$ cat config.mk
export PLATFORM = sky130hd
export DESIGN_NAME = serial_frame_tx
export DESIGN_NICKNAME = d
export VERILOG_FILES = /design/src/rtl/serial_frame_tx.sv
export SDC_FILE = /design/constraint.sdc
export NUM_CORES = 1
export LEC_CHECK = 0
export ABC_CLOCK_PERIOD_IN_PS = 1900
export BUFFER_PORTS_ARGS = -buffer_cell sky130_fd_sc_hd__clkbuf_2
export CORE_UTILIZATION = 47
export DETAILED_ROUTE_END_ITERATION = 8
export MAX_ROUTING_LAYER = met4
export PLACE_DENSITY = 0.68
export SETUP_SLACK_MARGIN = 0.2
export SLEW_MARGIN = 10
export SYNTH_ARGS = -nofsm -noshare
export SYNTH_HDL_FRONTEND = slang
export SYNTH_SLANG_ARGS = --single-unit
$ cat constraint.sdc
create_clock -name clk -period 1.9 [get_ports clk]
set_clock_uncertainty 0.05 [all_clocks]
set_input_delay 0.095 -clock clk [delete_from_list [all_inputs] [get_ports clk]]
set_output_delay 0.095 -clock clk [all_outputs]
set_load 0.01 [all_outputs]
$ cat src/rtl/serial_frame_tx.sv
// Parallel-to-serial frame transmitter: start bit, DATA_W data bits LSB-first, stop bit.
// Define SERIAL_FRAME_TX_PARITY_EN to insert an even-parity bit between the data and stop bits.
module serial_frame_tx #(
    parameter int DATA_W   = 4,
    parameter int BAUD_DIV = 1
) (
    input  logic              clk,
    input  logic              reset,
    input  logic [DATA_W-1:0] data_in,
    input  logic              data_valid,
    output logic              data_ready,
    output logic              serial_out,
    output logic              busy,
    output logic              frame_done,
    output logic [2:0]        fsm_state
);

    localparam int BW = $clog2(BAUD_DIV) + 1;
    localparam int CW = $clog2(DATA_W) + 1;

    localparam logic [BW-1:0] BAUD_LAST = BW'(BAUD_DIV - 1);
    localparam logic [CW-1:0] BIT_LAST  = CW'(DATA_W - 1);

    localparam logic [2:0] IDLE   = 3'd0;
    localparam logic [2:0] START  = 3'd1;
    localparam logic [2:0] DATA   = 3'd2;
`ifdef SERIAL_FRAME_TX_PARITY_EN
    localparam logic [2:0] PARITY = 3'd3;
`endif
    localparam logic [2:0] STOP   = 3'd4;

    logic [2:0]        state_q,    state_d;
    logic [DATA_W-1:0] shreg_q,    shreg_d;
    logic [CW-1:0]     bit_cnt_q,  bit_cnt_d;
    logic [BW-1:0]     baud_cnt_q, baud_cnt_d;
    logic              ser_q,      ser_d;
    logic              done_q,     done_d;
`ifdef SERIAL_FRAME_TX_PARITY_EN
    logic              parity_q,   parity_d;
`endif

    logic [DATA_W-1:0] shreg_shift;
    logic              baud_end;

    assign shreg_shift = shreg_q >> 1;
    assign baud_end    = (baud_cnt_q == BAUD_LAST);

    assign data_ready = (state_q == IDLE) && !reset;
    assign serial_out = ser_q;
    assign busy       = (state_q != IDLE);
    assign frame_done = done_q;
    assign fsm_state  = state_q;

    always_comb begin
        state_d    = state_q;
        shreg_d    = shreg_q;
        bit_cnt_d  = bit_cnt_q;
        baud_cnt_d = baud_cnt_q;
        ser_d      = ser_q;
        done_d     = 1'b0;
`ifdef SERIAL_FRAME_TX_PARITY_EN
        parity_d   = parity_q;
`endif

        // The baud counter free-runs inside a frame and wraps at every bit boundary.
        if (state_q != IDLE) begin
            baud_cnt_d = baud_end ? '0 : baud_cnt_q + 1'b1;
        end

        case (state_q)
            IDLE: begin
                ser_d = 1'b1;
                if (data_valid) begin
                    shreg_d    = data_in;
                    bit_cnt_d  = '0;
                    baud_cnt_d = '0;
                    ser_d      = 1'b0;
                    state_d    = START;
`ifdef SERIAL_FRAME_TX_PARITY_EN
                    parity_d   = ^data_in;
`endif
                end
            end
            START: begin
                if (baud_end) begin
                    state_d   = DATA;
                    bit_cnt_d = '0;
                    ser_d     = shreg_q[0];
                end
            end
            DATA: begin
                if (baud_end) begin
                    shreg_d = shreg_shift;
                    if (bit_cnt_q == BIT_LAST) begin
`ifdef SERIAL_FRAME_TX_PARITY_EN
                        state_d = PARITY;
                        ser_d   = parity_q;
`else
                        state_d = STOP;
                        ser_d   = 1'b1;
`endif
                    end else begin
                        bit_cnt_d = bit_cnt_q + 1'b1;
                        ser_d     = shreg_shift[0];
                    end
                end
            end
`ifdef SERIAL_FRAME_TX_PARITY_EN
            PARITY: begin
                if (baud_end) begin
                    state_d = STOP;
                    ser_d   = 1'b1;
                end
            end
`endif
            STOP: begin
                ser_d = 1'b1;
                if (baud_end) begin
                    state_d = IDLE;
                    done_d  = 1'b1;
                end
            end
            default: begin
                state_d    = IDLE;
                ser_d      = 1'b1;
                baud_cnt_d = '0;
                bit_cnt_d  = '0;
            end
        endcase
    end

    always_ff @(posedge clk) begin
        if (reset) begin
            state_q    <= IDLE;
            shreg_q    <= '0;
            bit_cnt_q  <= '0;
            baud_cnt_q <= '0;
            ser_q      <= 1'b1;
            done_q     <= 1'b0;
`ifdef SERIAL_FRAME_TX_PARITY_EN
            parity_q   <= 1'b0;
`endif
        end else begin
            state_q    <= state_d;
            shreg_q    <= shreg_d;
            bit_cnt_q  <= bit_cnt_d;
            baud_cnt_q <= baud_cnt_d;
            ser_q      <= ser_d;
            done_q     <= done_d;
`ifdef SERIAL_FRAME_TX_PARITY_EN
            parity_q   <= parity_d;
`endif
        end
    end

endmodule

* Word-level counts from Yosys, hierarchy flattened
Index checks and enable logic that the tools add are counted.
Storage, ports and cells: input bits 7, logic and storage cells 53, output and inout port bits 7, register bits after elaboration 13
Cells by class: reductions and logical operators 11, add/subtract/negate cells 2, equal/unequal tests 10, mux-type cells 23, bitwise logic cells 1
Operators by type and width (count):
- 3-bit 2-to-1 mux | 8
- 3-bit case mux with 4 select lines | 2
- 2-bit inequality test, second input constant | 6
- 5-bit AND reduction | 2
- 1-bit 2-to-1 mux | 8
- 4-bit 2-to-1 mux | 2
- 4-bit case mux with 2 select lines | 1
- 3-bit by 2-bit equality test with 1-bit output, second input constant | 2
- 3-bit by 1-bit adder with 3-bit output, second input constant | 1
- 3-bit by 1-bit equality test with 1-bit output, second input constant | 1
- 3-bit equality test, second input constant | 1
- 3-bit zero test | 1
- 1-bit case mux with 3 select lines | 1
- 3-bit AND reduction | 1
- 3-bit nonzero test | 1
- 3-bit OR reduction | 1
- 1-bit case mux with 2 select lines | 1
- 2-bit AND reduction | 1
- 2-bit nonzero test | 1
- 2-bit OR reduction | 1
- 1-bit adder, second input constant | 1
- 1-bit logical AND | 1
- 1-bit zero test | 1
- 1-bit NOT | 1

* Logic depth before layout (Yosys ltp)
depth in word-level cells 5, gate-level depth with buffers 6, depth with buffers taken out 6

* Worst setup path before layout
OpenSTA, ideal clock, no wires.
kind reg-to-reg, from register bit_cnt_q[0], to register ser_q (netlist: serial_out), setup time 127 ps, cell stages (with the launch flop) 6, clock period less this slack 1416 ps, arrival time 1239 ps, setup slack 484 ps, required time 1723 ps, buffers on the path 0, cell sequence dfxtp_1 > ha_1 > ha_1 > nor4_1 > a31oi_1 > or3_1
Between the ends: longest elaborated chain between the ends 4
RTL lines:
- start, declared | RTL line 34 | logic [CW-1:0] bit_cnt_q, bit_cnt_d;
- start signal, assigned | RTL line 146 | bit_cnt_q <= bit_cnt_d;
- 3-bit by 2-bit equality test with 1-bit output | RTL line 94 | if (bit_cnt_q == BIT_LAST) begin
- 1-bit 2-to-1 mux | RTL line 94
- 1-bit 2-to-1 mux | RTL line 92 | if (baud_end) begin
- 1-bit case mux with 3 select lines | RTL line 70 | case (state_q)
- end signal, assigned | RTL line 148 | ser_q <= ser_d;
- end, declared | RTL line 36 | logic ser_q, ser_d;
No other way between the ends. The select of a mux whose other input is x is not followed. A chain may end at the register's enable or synchronous reset.

* Final worst setup path
from register state_q[1] (netlist: fsm_state[1]), to output port data_ready
Between the ends: longest elaborated chain between the ends 2
RTL lines:
- start, declared | RTL line 32 | logic [2:0] state_q, state_d;
- start signal, assigned | RTL line 144 | state_q <= state_d;
- 3-bit zero test | RTL line 48 | assign data_ready = (state_q == IDLE) && !reset;
- 1-bit logical AND | RTL line 48
- end, declared | RTL line 11 | output logic data_ready,
No other way between the ends.

==> impl_metrics.prom <==
# TYPE chip_impl_metric gauge
chip_impl_metric{name="dp_hpwl",unit="um"} 916
chip_impl_info{name="min_path_type",value="input pin to register"} 1
chip_impl_metric{name="clock_path_buffers",unit=""} 2
chip_impl_metric{name="insertion_delay",unit="ns"} 0.27
chip_impl_metric{name="setup_viol",unit=""} 0
chip_impl_metric{name="io_buffers",unit=""} 13
chip_impl_info{name="path_class",value="register to primary output"} 1
chip_impl_metric{name="ctsResizeCount",unit=""} 0
chip_impl_metric{name="number_of_global_route_vias_before_repair",unit=""} 488
chip_impl_metric{name="core_region_area",unit="mm2"} 0.00137
chip_impl_metric{name="timing.final.crit_period",unit="ns"} 1.56
chip_impl_metric{name="synth.top_cell.area_share",unit="%"} 35.6
chip_impl_metric{name="drt_wl_total",unit="um"} 1240
chip_impl_info{name="root_buffer",value="sky130_fd_sc_hd__clkbuf_4"} 1
chip_impl_metric{name="worst_slew_pin_slew",unit="ns"} 0.505
chip_impl_metric{name="cts_sinks",unit=""} 13
chip_impl_metric{name="setup-tns-final",unit="ns"} 0
chip_impl_metric{name="dr.pass1.iters",unit=""} 4
chip_impl_metric{name="clk_transition_reported_paths",unit="ns"} 0.08
chip_impl_metric{name="routed_via_density",unit=""} 5.41
chip_impl_metric{name="power-per-cell-area",unit="mW/mm2"} 714
chip_impl_metric{name="fin_crit_sh",unit="%"} 81.9
chip_impl_metric{name="max-cap-violations",unit=""} 0
chip_impl_info{name="cpMaxStageDelayCell",value="sky130_fd_sc_hd__dfxtp_1"} 1
chip_impl_metric{name="htree_num_levels",unit=""} 1
chip_impl_metric{name="synth_sequential_area_ratio",unit="%"} 35.6
chip_impl_info{name="outcome",value="completed"} 1
chip_impl_metric{name="total_die_area",unit="mm2"} 0.00172
chip_impl_metric{name="cpPeakStageDelay",unit="ns"} 0.46
chip_impl_metric{name="synth_area_per_cell",unit="um2"} 9.04
chip_impl_metric{name="hold_viol",unit=""} 0
chip_impl_metric{name="nNetsFinal",unit=""} 104
chip_impl_metric{name="worst_ep_arrival_time",unit="ns"} 1.41
chip_impl_info{name="cts_tree",value="done"} 1
chip_impl_info{name="crit_family",value="simple AND/OR/NAND/NOR gates"} 1
chip_impl_metric{name="drtAntennaViolNets",unit=""} 0
chip_impl_metric{name="floorplan.rows",unit=""} 13
chip_impl_metric{name="relSlewSlack",unit="%"} 66.3
chip_impl_metric{name="netlist_instances",unit=""} 81
chip_impl_metric{name="initial_antenna_violation_count",unit=""} 0
chip_impl_metric{name="wire_length_of_the_first_global_routing_pass",unit="um"} 2060
chip_impl_metric{name="yosys.cell_types.count",unit=""} 30
chip_impl_metric{name="yosysWarnings",unit=""} 0
chip_impl_metric{name="fp.dieW",unit="um"} 41.5
chip_impl_metric{name="path_buf_inv",unit=""} 1
chip_impl_metric{name="groute.usage.overall",unit="%"} 15.9
chip_impl_metric{name="worstPathRequired",unit="ns"} 1.75
chip_impl_metric{name="grt_start_max_net_pins",unit=""} 17
chip_impl_metric{name="maxClockFrequency",unit="GHz"} 0.643
chip_impl_metric{name="start_util",unit="%"} 53.6
chip_impl_metric{name="worst_reg_to_reg_setup_slack",unit="ns"} 0.37
chip_impl_metric{name="fillerInstances",unit=""} 139
chip_impl_metric{name="total_cts_buffers",unit=""} 3
chip_impl_metric{name="antenna_cells_inserted",unit=""} 0
chip_impl_metric{name="leakagePower",unit="nW"} 0.327
chip_impl_metric{name="ys_seq_elements",unit=""} 13
chip_impl_metric{name="cell_area_after_technology_mapping",unit="um2"} 732
chip_impl_metric{name="drt-initial-drc-count",unit=""} 4
chip_impl_info{name="critical_path.startpoint_type",value="register"} 1
chip_impl_metric{name="syn_nets",unit=""} 90
chip_impl_metric{name="globalRoute.totalOverflow",unit=""} 0
chip_impl_metric{name="syn_to_final_growth",unit="%"} 9.74
chip_impl_metric{name="gpl.final_weighted_congestion",unit=""} 0.701
chip_impl_metric{name="drc_errors",unit=""} 0
chip_impl_metric{name="irDropWorstVdd",unit="uV"} 410
chip_impl_metric{name="drive_gt1_share",unit="%"} 26.6
chip_impl_info{name="synth.top_cells.by_area",value="sky130_fd_sc_hd__dfxtp_1 36%, sky130_fd_sc_hd__buf_6 6.2%, sky130_fd_sc_hd__nor2_1 5.6%"} 1
chip_impl_metric{name="die-height",unit="um"} 41.5
chip_impl_metric{name="num_vias",unit=""} 590
chip_impl_info{name="endpoint_kind",value="primary output"} 1
chip_impl_info{name="grt_setup_unrepaired",value="false"} 1
chip_impl_info{name="worstPathCellList",value="or3_4, nor2_1, clkbuf_2"} 1
chip_impl_metric{name="io-pin-count",unit=""} 14
chip_impl_metric{name="critical_path.max_fanout",unit=""} 16
chip_impl_metric{name="report.power.total",unit="mW"} 0.573
chip_impl_info{name="synthDominantAreaCellType",value="sky130_fd_sc_hd__dfxtp_1"} 1
chip_impl_metric{name="final_max_slew_viol_count",unit=""} 0
chip_impl_metric{name="drt-wirelength-per-cell",unit="um"} 11.4
worst reg2reg max path, delay by kind of cell (launching register included):
kind	cells	cell delay, ns
and+or+nand+nor	3	0.67
DFF	1	0.63
AOI/OAI and AO/OA	1	0.06
worst paths after layout:
| check | endpoint | startpoint | cells past startpoint |
|---|---|---|---|
| hold reg to reg | bit_cnt_q[1]$_SDFFE_PP0P_ | bit_cnt_q[1]$_SDFFE_PP0P_ | 2 |
| hold / removal | shreg_q[3]$_SDFFE_PP0P_ | data_in[3] | 5 |
| setup / recovery | data_ready | fsm_state[1]$_SDFFE_PP0P_ | 3 |
| setup reg to reg | serial_out$_SDFFE_PP1P_ | fsm_state[1]$_SDFFE_PP0P_ | 4 |
final cells by class:
class	count	area [um2]	area share [%]
flip-flops and latches	13	260	32.4
clock buffers	4	26.3	3.27
repair buffers	15	82.6	10.3
inverters	5	21.3	2.65
well taps	15	18.8	2.34
multi-input cells	57	394	49.1
cells in the final DEF, fill, tap and decap left out, drive strengths merged:
cell         instances
o21ai                2
dlygate4sd3          1
nor3                 6
or3                  2
nand3                1
a21oi                3
o32ai                2
clkbuf              17
nand2                3
and2b                1
mux2i                4
nor4                 4
buf                  1
a31oi                1
inv                  5
nor2b                5
mux2                 3
o22ai                2
nand2b               2
a22oi                1
dfxtp               13
ha                   2
and2                 1
xnor2                1
nor2                11
registers in the layout, indices dropped and copies added, names as in the netlist:
register / flops
shreg_q: 4
bit_cnt_q: 3
fsm_state: 3
baud_cnt_q: 1
frame_done: 1
serial_out: 1
report_power, final:
group	switching [mW]	internal (mW)	total, mW
sequential	0.0183	0.286	0.304
combinational	0.0492	0.0521	0.101
clock	0.0864	0.0814	0.168
repair_timing:
item | CTS | global route
setup endpoints to repair | 0 | 0
hold endpoints to repair | 1 | 0
buffers inserted | 0 | 0
hold buffers | 1 | 0
layer usage:
metal / wire, um / global-route usage [%] / vias to the layer above
met2: 541 / 23.1 / 11
met5: 0 / - / -
met3: 37 / 3.91 / 2
li1: - / - / 308
met4: 17 / 7.74 / 0
met1: 641 / 20.6 / 269
Yosys cell counts:
| library cell | number |
|---|---|
| sky130_fd_sc_hd__dfxtp_1 | 13 |
| sky130_fd_sc_hd__nor2_1 | 11 |
| sky130_fd_sc_hd__nor3_1 | 6 |
| sky130_fd_sc_hd__nor2b_1 | 5 |
| sky130_fd_sc_hd__buf_6 | 4 |
| sky130_fd_sc_hd__inv_1 | 4 |
| sky130_fd_sc_hd__mux2i_1 | 4 |
| sky130_fd_sc_hd__mux2_2 | 3 |
| sky130_fd_sc_hd__nand2_1 | 3 |
| sky130_fd_sc_hd__nor4_1 | 3 |
| sky130_fd_sc_hd__a21oi_1 | 2 |
| sky130_fd_sc_hd__ha_1 | 2 |
| sky130_fd_sc_hd__nand2b_1 | 2 |
| sky130_fd_sc_hd__o22ai_1 | 2 |
| sky130_fd_sc_hd__o32ai_1 | 2 |
| sky130_fd_sc_hd__a21oi_2 | 1 |
| sky130_fd_sc_hd__a22oi_1 | 1 |
| sky130_fd_sc_hd__a31oi_1 | 1 |
| sky130_fd_sc_hd__and2_1 | 1 |
| sky130_fd_sc_hd__and2b_1 | 1 |
| sky130_fd_sc_hd__buf_4 | 1 |
| sky130_fd_sc_hd__clkbuf_1 | 1 |
| sky130_fd_sc_hd__inv_4 | 1 |
| sky130_fd_sc_hd__nand3_1 | 1 |
| sky130_fd_sc_hd__nor4_4 | 1 |
| sky130_fd_sc_hd__o21ai_0 | 1 |
| sky130_fd_sc_hd__o21ai_4 | 1 |
| sky130_fd_sc_hd__or3_1 | 1 |
| sky130_fd_sc_hd__or3_4 | 1 |
| sky130_fd_sc_hd__xnor2_1 | 1 |
through the flow:
| stage | worst slack (ns) | instance area [um2] | hold WS (ns) | utilization (%) | instances |
|---|---|---|---|---|---|
| final | 0.344 | 803 | 0.112 | 58.8 | 109 |
| after global routing | 0.226 | 803 | 0.133 | 58.8 | 109 |
| after CTS | 0.319 | 803 | 0.100 | 58.8 | 109 |
| after detailed placement | 0.379 | 767 | 0.299 | 56.1 | 104 |
| after global placement | 0.352 | 767 | 0.295 | 56.1 | 104 |
| after floorplan | 0.484 | 732 | 0.123 | - | 81 |
cell families (layout without fill, tap and decap cells):
family / count (synthesis) / after routing / share of synthesized area [%]
AND/OR/NAND/NOR: 36 / 36 / 27.7
flip-flops: 13 / 13 / 35.6
multiplexers: 7 / 7 / 10.1
adder cells (fa/ha/maj): 2 / 2 / 3.42
XOR/XNOR: 1 / 1 / 1.20
AO/OA/AOI/OAI: 11 / 11 / 11.5
buffers and inverters: 11 / 24 / 10.6
Power figures use the tool's default switching activity.
